**src/rtl/fifo_drain_unpacker.sv**
```systemverilog
// fifo_drain_unpacker: drains a fixed-read-latency synchronous FIFO into a narrow valid/ready lane stream.
// Optional build macro FIFO_DRAIN_STATS_EN adds saturating stat_words / stat_stall counters.
module fifo_drain_unpacker #(
    parameter int IN_WIDTH  = 64,
    parameter int OUT_WIDTH = 16,
    parameter int RD_LAT    = 2,
    parameter int BUF_DEPTH = 4
) (
    input  logic                 clk,
    input  logic                 rst,
    input  logic                 fifo_empty,
    input  logic [IN_WIDTH-1:0]  fifo_data,
    output logic                 fifo_rd_en,
    input  logic                 enable,
    output logic                 m_valid,
    input  logic                 m_ready,
    output logic [OUT_WIDTH-1:0] m_data,
    output logic                 m_last,
    output logic                 busy
`ifdef FIFO_DRAIN_STATS_EN
    ,
    output logic [31:0]          stat_words,
    output logic [31:0]          stat_stall
`endif
);
    localparam int RATIO = IN_WIDTH / OUT_WIDTH;
    localparam int PW    = (BUF_DEPTH > 1) ? $clog2(BUF_DEPTH) : 1;
    localparam int LW    = (RATIO > 1) ? $clog2(RATIO) : 1;
    localparam int CW    = $clog2(BUF_DEPTH + 1);
    localparam logic [CW:0]   DEPTH_C   = (CW + 1)'(BUF_DEPTH);
    localparam logic [LW-1:0] LAST_LANE = LW'(RATIO - 1);

    logic [IN_WIDTH-1:0]  mem_r [BUF_DEPTH];
    logic [PW-1:0]        wr_ptr_r, rd_ptr_r, wr_ptr_next_s, rd_ptr_next_s;
    logic [CW-1:0]        occ_r, inflight_r, occ_next_s, inflight_next_s;
    logic [CW:0]          credit_sum_s;
    logic [RD_LAT-1:0]    sr_r, sr_next_s;
    logic [LW-1:0]        lane_r, lane_next_s;
    logic                 capture_s, pop_s, xfer_s;
    logic [IN_WIDTH-1:0]  head_next_s;
    logic                 m_valid_r, m_last_r, busy_r;
    logic [OUT_WIDTH-1:0] m_data_r;

    function automatic logic [OUT_WIDTH-1:0] lane_sel(input logic [IN_WIDTH-1:0] word,
                                                      input logic [LW-1:0]       idx);
        logic [IN_WIDTH-1:0] shifted;
        shifted = word >> (int'(idx) * OUT_WIDTH);
        return shifted[OUT_WIDTH-1:0];
    endfunction

    // Read issue, latency tracking and next-state buffer bookkeeping
    always_comb begin
        credit_sum_s    = {1'b0, occ_r} + {1'b0, inflight_r};
        fifo_rd_en      = enable & ~fifo_empty & (credit_sum_s < DEPTH_C);
        capture_s       = sr_r[RD_LAT-1];
        sr_next_s       = sr_r << 1'b1;
        sr_next_s[0]    = fifo_rd_en;
        inflight_next_s = inflight_r + CW'(fifo_rd_en) - CW'(capture_s);
        xfer_s          = m_valid_r & m_ready;
        pop_s           = 1'b0;
        lane_next_s     = lane_r;
        if (xfer_s) begin
            if (lane_r == LAST_LANE) begin
                lane_next_s = {LW{1'b0}};
                pop_s       = 1'b1;
            end else begin
                lane_next_s = lane_r + LW'(1'b1);
            end
        end else begin
            lane_next_s = lane_r;
        end
        case ({capture_s, pop_s})
            2'b10:   occ_next_s = occ_r + CW'(1'b1);
            2'b01:   occ_next_s = occ_r - CW'(1'b1);
            default: occ_next_s = occ_r;
        endcase
        wr_ptr_next_s = capture_s ? (wr_ptr_r + PW'(1'b1)) : wr_ptr_r;
        rd_ptr_next_s = pop_s ? (rd_ptr_r + PW'(1'b1)) : rd_ptr_r;
        // The next head is the word landing this cycle when nothing older remains
        if (capture_s && (rd_ptr_next_s == wr_ptr_r)) begin
            head_next_s = fifo_data;
        end else begin
            head_next_s = mem_r[rd_ptr_next_s];
        end
    end

    // Control state and registered output stage
    always_ff @(posedge clk) begin
        if (rst) begin
            wr_ptr_r   <= {PW{1'b0}};
            rd_ptr_r   <= {PW{1'b0}};
            occ_r      <= {CW{1'b0}};
            inflight_r <= {CW{1'b0}};
            sr_r       <= {RD_LAT{1'b0}};
            lane_r     <= {LW{1'b0}};
            m_valid_r  <= 1'b0;
            m_data_r   <= {OUT_WIDTH{1'b0}};
            m_last_r   <= 1'b0;
            busy_r     <= 1'b0;
        end else begin
            wr_ptr_r   <= wr_ptr_next_s;
            rd_ptr_r   <= rd_ptr_next_s;
            occ_r      <= occ_next_s;
            inflight_r <= inflight_next_s;
            sr_r       <= sr_next_s;
            lane_r     <= lane_next_s;
            m_valid_r  <= (occ_next_s != {CW{1'b0}});
            m_data_r   <= (occ_next_s != {CW{1'b0}}) ? lane_sel(head_next_s, lane_next_s)
                                                     : {OUT_WIDTH{1'b0}};
            m_last_r   <= (occ_next_s != {CW{1'b0}}) && (lane_next_s == LAST_LANE);
            busy_r     <= (occ_next_s != {CW{1'b0}}) || (inflight_next_s != {CW{1'b0}});
        end
    end

    // Word storage; entries are only read after being written, so no reset
    always_ff @(posedge clk) begin
        if (capture_s) begin
            mem_r[wr_ptr_r] <= fifo_data;
        end
    end

    assign m_valid = m_valid_r;
    assign m_data  = m_data_r;
    assign m_last  = m_last_r;
    assign busy    = busy_r;

`ifdef FIFO_DRAIN_STATS_EN
    logic [31:0] stat_words_r, stat_stall_r;

    // Saturating counters of words read and downstream stall cycles
    always_ff @(posedge clk) begin
        if (rst) begin
            stat_words_r <= 32'h0000_0000;
            stat_stall_r <= 32'h0000_0000;
        end else begin
            if (fifo_rd_en && (stat_words_r != 32'hFFFF_FFFF)) begin
                stat_words_r <= stat_words_r + 32'h0000_0001;
            end
            if (m_valid_r && !m_ready && (stat_stall_r != 32'hFFFF_FFFF)) begin
                stat_stall_r <= stat_stall_r + 32'h0000_0001;
            end
        end
    end

    assign stat_words = stat_words_r;
    assign stat_stall = stat_stall_r;
`endif

    fifo_drain_unpacker_chk #(.BUF_DEPTH(BUF_DEPTH), .CW(CW)) u_chk (
        .clk        (clk),
        .rst        (rst),
        .capture    (capture_s),
        .pop        (pop_s),
        .fifo_empty (fifo_empty),
        .fifo_rd_en (fifo_rd_en),
        .occ        (occ_r)
    );
endmodule

// Safety checker: buffer overflow and reads against an empty FIFO are design bugs.
module fifo_drain_unpacker_chk #(
    parameter int BUF_DEPTH = 4,
    parameter int CW        = 3
) (
    input logic          clk,
    input logic          rst,
    input logic          capture,
    input logic          pop,
    input logic          fifo_empty,
    input logic          fifo_rd_en,
    input logic [CW-1:0] occ
);
    a_no_overflow: assert property (@(posedge clk) disable iff (rst)
        !(capture && !pop && (occ == CW'(BUF_DEPTH))));
    a_no_empty_read: assert property (@(posedge clk) disable iff (rst)
        !(fifo_rd_en && fifo_empty));
endmodule

```
**config.mk**
```make
export PLATFORM = sky130hd
export DESIGN_NAME = fifo_drain_unpacker
export DESIGN_NICKNAME = d
export VERILOG_FILES = /design/src/rtl/fifo_drain_unpacker.sv
export SDC_FILE = /design/constraint.sdc
export NUM_CORES = 1
export LEC_CHECK = 0
export ABC_AREA = 0
export CAP_MARGIN = 20
export CORE_ASPECT_RATIO = 1.4
export CORE_MARGIN = 5
export CORE_UTILIZATION = 50
export DETAILED_ROUTE_END_ITERATION = 10
export GPL_TIMING_DRIVEN = 0
export PLACE_DENSITY = 0.69
export SLEW_MARGIN = 20
export SYNTH_ARGS = -nofsm -noshare
export SYNTH_HDL_FRONTEND = slang
export SYNTH_HIERARCHICAL = 1
export SYNTH_SLANG_ARGS = --single-unit
export TNS_END_PERCENT = 100
```
**constraint.sdc**
```tcl
create_clock -name clk -period 6.68 [get_ports clk]
set_input_delay 1.002 -clock clk [delete_from_list [all_inputs] [get_ports clk]]
set_output_delay 1.002 -clock clk [all_outputs]
set_load 0.05 [all_outputs]
```
==> results of run 1 <==
[final timing paths]
| check | from | end | slack (ps) | cells past startpoint |
|---|---|---|---|---|
| worst max-delay path | m_ready | m_data[10] | 920 | 14 |
| worst min-delay path | sr_r[0] | sr_r[1] | 460 | 1 |
| worst max register to register | lane_r[1] | m_data[10] | 1470 | 14 |
| worst min register to register | sr_r[0] | sr_r[1] | 460 | 1 |
[cell type report]
cell class | instances | share of cell area (%)
flip-flops and latches | 289 | 55.26
multi-input cells | 502 | 27.39
repair buffers | 92 | 6.461
clock buffers | 31 | 4.705
well taps | 319 | 2.642
plain buffers | 56 | 1.657
clock inverters | 18 | 1.532
inverters | 14 | 0.3479
[state kept, by name (all words and copies together) (netlist names)]
signal      cells
lane_r          2
m_last          1
rd_ptr_r        2
wr_ptr_r        2
mem_r         256
busy            1
m_valid         1
sr_r            2
occ_r           3
inflight_r      3
m_data         16
[through the flow]
stage | setup slack [ps] | util [%] | hold slack, ps | cells | cell area (um2)
final | 920.4 | 59.72 | 464.1 | 1321 | 15110
after global routing | 686.1 | 59.72 | 488.6 | 1321 | 15110
after CTS | 1080 | 59.72 | 465.7 | 1321 | 15110
after detailed placement | 514.0 | 55.99 | 447.9 | 1272 | 14160
after global placement | 543.9 | 55.55 | 423.9 | 1268 | 14050
after floorplan | 2795 | - | 413.8 | 861 | 12770
[routing by layer]
metal | track usage, % | up-vias | part of all wire, % | wire [um]
li1 | - | 3679 | - | -
met1 | 28.76 | 4117 | 37 | 12650
met2 | 41.14 | 466 | 51 | 17440
met3 | 3.471 | 116 | 7.7 | 2674
met4 | 11.10 | 0 | 5.1 | 1745
met5 | 0 | - | 0 | 0
[cells in the mapped netlist (4+ instances only)]
cell	count	share of area (%)
dfxtp_1	33	5.2
a21o_1	4	0.24
o221ai_1	9	0.62
o22ai_1	19	0.93
xor2_1	4	0.27
inv_1	13	0.38
a22o_1	4	0.27
edfxtp_1	256	60
nor2_1	39	1.1
nand3_1	12	0.47
a21oi_1	25	0.98
o21ai_0	32	1.3
nand4_1	4	0.20
buf_2	23	0.90
mux2i_1	65	5.1
xnor2_1	10	0.69
and2_1	6	0.29
clkbuf_1	24	0.71
ha_1	10	0.98
a221oi_1	14	0.96
o21ai_1	6	0.24
mux4_2	41	7.2
nand2_1	64	1.9
a31oi_1	6	0.29
buf_1	6	0.18
nor3_1	20	0.78
a221o_1	7	0.55
o211ai_1	11	0.65
mux2_2	16	1.4
a211oi_1	11	0.65
nor2b_1	7	0.34
o21a_1	4	0.24
[logic make-up (layout without fill, tap and decap cells)]
family / after synthesis / after routing / synth area share [%]
simple gates: 172 / 172 / 6.319
fa+ha+maj: 12 / 12 / 1.293
flops: 289 / 289 / 65.37
buf+inv: 70 / 211 / 2.371
xor+xnor: 15 / 15 / 1.087
mux: 122 / 122 / 13.74
compound gates: 181 / 181 / 9.827
[critical path, stage by stage]
cell and delay [ps]:
clkdlybuf4s50_1 610, nand3_2 160, inv_2 290, buf_2 360, buf_1 490, ha_1 280
inv_1 60, fa_1 370, xor2_1 250, xor2_1 100, a221oi_1 570, clkbuf_1 670
nand3_1 530, o211ai_1 420
[power breakdown]
| group | internal [mW] | leakage (nW) | switching, mW |
|---|---|---|---|
| Clock | 0.958 | 0.464 | 0.666 |
| Combinational | 0.0947 | 1.86 | 0.129 |
| Sequential | 1.99 | 2.57 | 0.0110 |
| Total | 3.04 | 4.90 | 0.806 |
==> run metrics, run 1 <==
largest net degree at the start of global routing=46; DR vias/cell=6.342; Slew Limit Fails=0; Final Wtd Congestion=0.9475; share of async-settable or async-resettable flops after synthesis=0%; Startpoint Class=input port; Tcrit/Tclk final=86.22%; fillers=~1,900; Slew @ Worst Pin=1103 ps; most frequent cells in the layout=edfxtp_1, clkdlybuf4s50_1, mux2i_1, nand2_1, mux4_2; total leakage power=about 4.9 nW; Routed Antenna Nets=0; Syn Nets=942; Mapped Cells=861; die width=roughly 150 um; final hold violation count=0; die height=199.1 um; Max Buffers Root-to-Sink=3; post-route minimum period=5760 ps; dpl hpwl=23.07 mm; Power Dens Cells=254.9 nW/um2; # nets final=1,063; overall power=3.850 mW; Congestion Overflow GR=0; critical path class=input port to flip-flop; worst rel slew slack=26.50%; CTS Buf Count=27; Rows=69; Synth Area per Inst=14.83 um2; CTS Hold Bufs=0; core area=25,300 um2; Resized Gates After CTS=0; maxcap violations=0; vias in the first global route=8,619; H-tree depth=1; status=completed; CP Capture Type=flip-flop; synthesized area=12,770 um2; layout cells sized above 1=between 10 and 15%; Distinct cells, synth=66; Clock Skews=28.39 ps; prevailing post-synth register cell=edfxtp_1; post-CTS setup buffers=0; Post-synth EDFFs=256; die footprint=28,880 um2; Yosys reg bits=between 200 and 300; clk sinks=289; sequential-to-total area share from yosys stat=65.37%; routed wire length=34.51 mm; CTS tree=built; Critical Path RT=7110 ps; Port Buffer Count=just under 90; CP arrival=6190 ps; Sum Neg Setup Slack=0 ps; drt pass-1 iters=5; worst vdd ir=0.2268 mV; wire per inst=26.13 um; commonest non-fill, non-tap cell in the layout=edfxtp_1; Starting Density=50.49%; storage element area=8348 um2; final setup violation count=0; Clock Root Buffer=clkbuf_16; # diodes=0; Min-Delay Path Class=flip-flop to flip-flop; FMAX=roughly 0.17 GHz; RSZ-0062 raised after global routing=false; IO Pins=89; Clk Latency, worst-skew pair=~560 ps; drt drc=0; total track usage=between 20% and 30%; Yosys warning count=6; Initial DRC Count=795; initial antenna violation count=0; Clock transition at path regs=70 ps; Crit Path Max Fanout=10; Area Growth Syn to Fin=18.28%; multi-input logic area=4138 um2; via count=8,378; first-pass GRT wire length=51.73 mm
(Power assumes the default switching activity.)
==> inputs of run 2 (changes only) <==
--- a/config.mk
+++ b/config.mk
@@ -6,7 +6,6 @@
 export NUM_CORES = 1
 export LEC_CHECK = 0
 export ABC_AREA = 0
-export CAP_MARGIN = 20
 export CORE_ASPECT_RATIO = 1.4
 export CORE_MARGIN = 5
 export CORE_UTILIZATION = 50
==> results of run 2 <==
No change in the layout: final DEF, timing and power equal those of run 1.
==> inputs of run 3 (changes only) <==
--- a/config.mk
+++ b/config.mk
@@ -9,6 +9,7 @@
 export CORE_ASPECT_RATIO = 1.4
 export CORE_MARGIN = 5
 export CORE_UTILIZATION = 50
+export CTS_CLUSTER_DIAMETER = 50
 export DETAILED_ROUTE_END_ITERATION = 10
 export GPL_TIMING_DRIVEN = 0
 export PLACE_DENSITY = 0.69
==> constraint.sdc (replaced) <==
create_clock -name clk -period 6.68 [get_ports clk]
set_input_delay 1.002 -clock clk [delete_from_list [all_inputs] [get_ports clk]]
set_output_delay 1.002 -clock clk [all_outputs]
set_load 0.01 [all_outputs]
==> run metrics, run 3 (synthesis results as in run 1) <==
Min-Delay Path Class=flip-flop to flip-flop (unchanged); vias in the first global route=8,681 (was 8,619); final hold violation count=0 (unchanged); Clk network pwr share=43.0% (was 42.2%); overall power=3.866 mW (was 3.850 mW); Slew @ Worst Pin=1095 ps (was 1103 ps); Switch Pwr=0.7931 mW (was 0.8060 mW); die height=199.1 um (unchanged); FMAX=0.1757 GHz (was 0.1736 GHz); CTS Hold Bufs=0 (unchanged); core area=25,300 um2 (unchanged); critical path class=input port to flip-flop (unchanged); dpl cell area=14,160 um2 (unchanged); # diodes=0 (unchanged); Starting Density=50.49% (unchanged); Initial DRC Count=832 (was 795); Flop pwr share=51.8% (was 52.0%); multi-input logic area=4138 um2 (unchanged); Crit Path Max Fanout=10 (unchanged); die footprint=28,880 um2 (unchanged); routed wire length=34.49 mm (was 34.51 mm); initial antenna violation count=0 (unchanged); commonest non-fill, non-tap cell in the layout=edfxtp_1 (unchanged); post-CTS setup buffers=0 (unchanged); CTS Buf Count=28 (was 27); # nets final=1,064 (was 1,063); largest net degree at the start of global routing=46 (unchanged); Pint=3.073 mW (was 3.044 mW); total track usage=23.52% (was 23.45%); Final Wtd Congestion=0.9475 (unchanged); Gate power share=5.2% (was 5.8%); Tcrit/Tclk final=85.20% (was 86.22%); wire per inst=26.07 um (was 26.13 um); Routed Antenna Nets=0 (unchanged); CP arrival=6130 ps (was 6190 ps); total leakage power=4.920 nW (was 4.900 nW); first-pass GRT wire length=51.86 mm (was 51.73 mm); Critical Path RT=7120 ps (was 7110 ps); Port Buffer Count=88 (unchanged); Area Growth Syn to Fin=18.57% (was 18.28%); DR vias/cell=6.339 (was 6.342); status=completed (unchanged); Congestion Overflow GR=0 (unchanged); clk sinks=289 (unchanged); Sum Neg Setup Slack=0 ps (unchanged); Rows=69 (unchanged); Clock Root Buffer=clkbuf_16 (unchanged); Max Buffers Root-to-Sink=3 (unchanged); storage element area=8348 um2 (unchanged); Startpoint Class=input port (unchanged); final setup violation count=0 (unchanged); Clock Skews=15.57 ps (was 28.39 ps); Clock transition at path regs=70 ps (about the same); RSZ-0062 raised after global routing=false (unchanged); drt drc=0 (unchanged); fillers=1,893 (was 1,901); worst rel slew slack=27.03% (was 26.50%); Slew Limit Fails=0 (unchanged); worst vdd ir=0.2276 mV (was 0.2268 mV); layout cells sized above 1=14.34% (was 14.07%); Power Dens Cells=255.3 nW/um2 (was 254.9 nW/um2); H-tree depth=1 (unchanged); CTS tree=built (unchanged); post-route minimum period=5691 ps (was 5760 ps); dpl hpwl=23.07 mm (unchanged); die width=145.1 um (unchanged); CP Capture Type=flip-flop (unchanged); most frequent cells in the layout=edfxtp_1, clkdlybuf4s50_1, mux2i_1, nand2_1, mux4_2 (unchanged); maxcap violations=0 (unchanged); Resized Gates After CTS=0 (unchanged); Sw Ratio=20.51% (was 20.94%); Largest Register=mem_r (unchanged); Clk Latency, worst-skew pair=560 ps (about the same); IO Pins=89 (unchanged); drt pass-1 iters=5 (unchanged); post-route cell area=15,140 um2 (was 15,110 um2); Largest register FFs=256 (unchanged); via count=8,387 (was 8,378)
[run 3: cell count changes in the layout (fill, tap and decap cells not counted), sizes merged]
| cell | delta |
|---|---|
| inv | +1 |
| clkbuf | +1 |
[run 3: metrics by stage]
stage / setup WS [ps] / util (%) / hold slack (ps) / instances
2_1_floorplan: 2812 / - / 413.8 / 861
3_3_place_gp: 543.9 / 55.55 / 423.9 / 1268
3_5_place_dp: 514.0 / 55.99 / 447.9 / 1272
4_1_cts: 1062 / 59.86 / 466.1 / 1323
5_1_grt: 671.9 / 59.86 / 488.7 / 1323
6_report: 988.7 / 59.86 / 464.7 / 1323
[run 3: layout make-up]
type                    instances  area share [%]
clock buffers                  32           4.859
multi-input cells             502           27.33
well taps                     319           2.636
clock inverters                19           1.603
repair buffers                 92           6.445
plain buffers                  56           1.653
inverters                      14          0.3471
flip-flops and latches        289           55.13
[run 3: worst max-delay path, stage by stage]
cell	delay [ps]
clkdlybuf4s50_1	610
nand3_2	160
inv_2	290
buf_2	360
buf_1	500
ha_1	290
inv_1	60
fa_1	370
xor2_1	240
xor2_1	100
a221oi_1	560
clkbuf_1	650
nand3_1	510
o211ai_1	410
[run 3: path summary, 6_finish.rpt]
| kind | startpoint | to | slack (ps) | cells after the start |
|---|---|---|---|---|
| worst min register to register | sr_r[0] | sr_r[1] | 460 | 1 |
| worst max register to register | lane_r[1] | m_data[10] | 1500 | 14 |
| worst max-delay path | m_ready | m_data[10] | 990 | 14 |
| worst min-delay path | sr_r[0] | sr_r[1] | 460 | 1 |
[run 3: routing by layer]
layer  vias to the layer above  share of wire [%]  GRT usage, %
met2                       455                 50         41.09
met5                         -                  0             0
li1                       3679                  -             -
met4                         0                5.5         11.44
met1                      4124                 37         28.54
met3                       129                7.7         3.947
[run 3: power by group through the flow]
stage               logic [mW]  registers, mW  clock network, mW
floorplan               0.0836           2.04                  0
global placement         0.196           2.04                  0
detailed placement       0.200           2.04                  0
CTS                      0.201           2.00               1.68
global route             0.217           2.00               1.76
finish                   0.201           2.00               1.66
==> RTL change: new RTL, flow settings as in run 1 <==
The parameter `RD_LAT` goes from 2 to 4.
--- a/src/rtl/fifo_drain_unpacker.sv
+++ b/src/rtl/fifo_drain_unpacker.sv
@@ -4,5 +4,5 @@
     parameter int IN_WIDTH  = 64,
     parameter int OUT_WIDTH = 16,
-    parameter int RD_LAT    = 2,
+    parameter int RD_LAT    = 4,
     parameter int BUF_DEPTH = 4
 ) (
Function: changed (a bounded check fails within 4 cycles, from zero or initial values and one cycle with rst high).
==> RTL change against run 1 <==
- routed wire length shrank 4.6%
- sequential share of layout area increased by 1.9 points
- final area down 2.9%
- setup slack improved by 0.74 ns
- clock skew down 0.015 ns
- largest cell class unchanged
- sequential cell count grew 2
- global-route usage down 0.11 points
- die area decreased by 2.5%
- utilization down 0.084 points
- power down 6.7%
- synthesized area fell by 2.7%
- critical path depth rose by 2
==> RTL change: results (changes against run 1) <==
Initial DRC count - 846 (+6.4%)
Hold Path End - sr_r[3]
Library cells used by synthesis - 63 (-4.5%)
Clock Skew - 0.0130 ns (-0.0154 ns)
HP Start - sr_r[2]
Routed WL - 32.9 mm (-4.6%)
Avg Vias per Cell - 6.19 (-2.5%)
Largest cells by area after synthesis - edfxtp_1 62%, dfxtp_1 5.6%, mux2i_1 4.8%
R2R depth - 16 (+2)
Final net count - 1046 (-1.6%)
Prevailing post-synth register cell - edfxtp_1
Clock Latency Late Sink - 0.54 ns (-0.02 ns)
Reg-to-Reg Start - lane_r[0]
Final std cells w/o fill - 1301 (-1.5%)
Status - completed
Port-buffer cells - 87 (-1.1%)
Post_cts resized - 0 (unchanged)
Slew of the pin with the lowest slew margin - 0.999 ns (-0.104 ns)
Worst Path Arrival - 5.47 ns (-0.72 ns)
Leakage power - 4.90 nW (about the same)
Peak VDD IR - 0.216 mV (-4.8%)
All-Layer GR Usage - 23.3% (-0.11 points)
Hold slack - 0.436 ns (-0.0276 ns)
GPL Wtd Cong - 0.912 (-3.7%)
Avg Cell Area, Syn - 14.7 µm² (-0.85%)
Syn nets - 926 (-1.7%)
Share of cells above drive strength 1 - 13.0% (-1.1 points)
DP HPWL - 22.1 mm (-4.1%)
Placed Area - 13800 µm² (-2.4%)
Vias in the first global route - 8224 (-4.6%)
Sequential area share after synthesis - 67.5% (+2.1 points)
[RTL change: how the worst max path moves through the flow]
| stage | startpoint | endpoint | slack, ns | cells past startpoint |
|---|---|---|---|---|
| 6_report | lane_r[0] | m_data[9] | 1.66 | 16 |
| 5_1_grt | lane_r[0] | m_data[3] | 1.43 | 16 |
| 4_1_cts | lane_r[0] | m_data[9] | 1.72 | 16 |
| 3_5_place_dp | m_ready | m_data[9] | 1.31 | 16 |
| 3_3_place_gp | m_ready | m_data[9] | 1.37 | 16 |
| 2_1_floorplan | m_ready | m_data[0] | 2.75 | 15 |
[RTL change: worst max-delay path: stages (launching register included)]
cell	delay, ns
dfxtp_1	0.46
ha_1	0.27
nand3_4	0.16
inv_6	0.13
buf_2	0.25
buf_2	0.30
buf_2	0.33
ha_1	0.24
inv_1	0.06
fa_1	0.38
xor2_1	0.16
or3_1	0.33
a31oi_1	0.23
clkbuf_1	0.61
clkbuf_1	0.70
nand3_1	0.14
o21ai_1	0.17
[RTL change: stage by stage]
| stage | power [W] | setup WS, ns |
|---|---|---|
| 6_report | 0.00359 | 1.66 |
| 5_1_grt | 0.00369 | 1.43 |
| 4_1_cts | 0.00361 | 1.72 |
| 3_5_place_dp | 0.00216 | 1.31 |
| 3_3_place_gp | 0.00215 | 1.37 |
| 2_1_floorplan | 0.00207 | 2.75 |
[RTL change: where the power goes]
group / leakage, nW / internal (W) / switching [W]
combinational: 1.90 / 0.0000586 / 0.0000701
sequential: 2.58 / 0.00198 / 0.00000380
clock: 0.409 / 0.000831 / 0.000646
[RTL change: cells by family after synthesis]
kind of cell,Yosys count,share of synthesized area [%]
DFF,291,67.5
AOI/OAI and AO/OA,168,9.71
adders and majority gates,12,1.33
buffers and inverters,70,2.82
muxes,91,9.74
and+or+nand+nor,201,7.70
xor gates and xnor gates,12,1.21
[RTL change: cell type report]
type	instances	area, µm²
buffer	52	278
clock buffer	41	768
clock inverter	9	76.3
fill	1917	9930
inverter	18	72.6
multi-input combinational	484	3700
sequential	291	8390
tap	315	394
timing repair buffer	91	981
[RTL change: layer usage]
layer	wire, µm	global-route usage, %	vias to the layer above
met5	0	0	-
met4	1700	10.4	0
met3	2290	3.40	97
met2	16800	40.8	389
met1	12100	28.6	4013
li1	-	-	3550
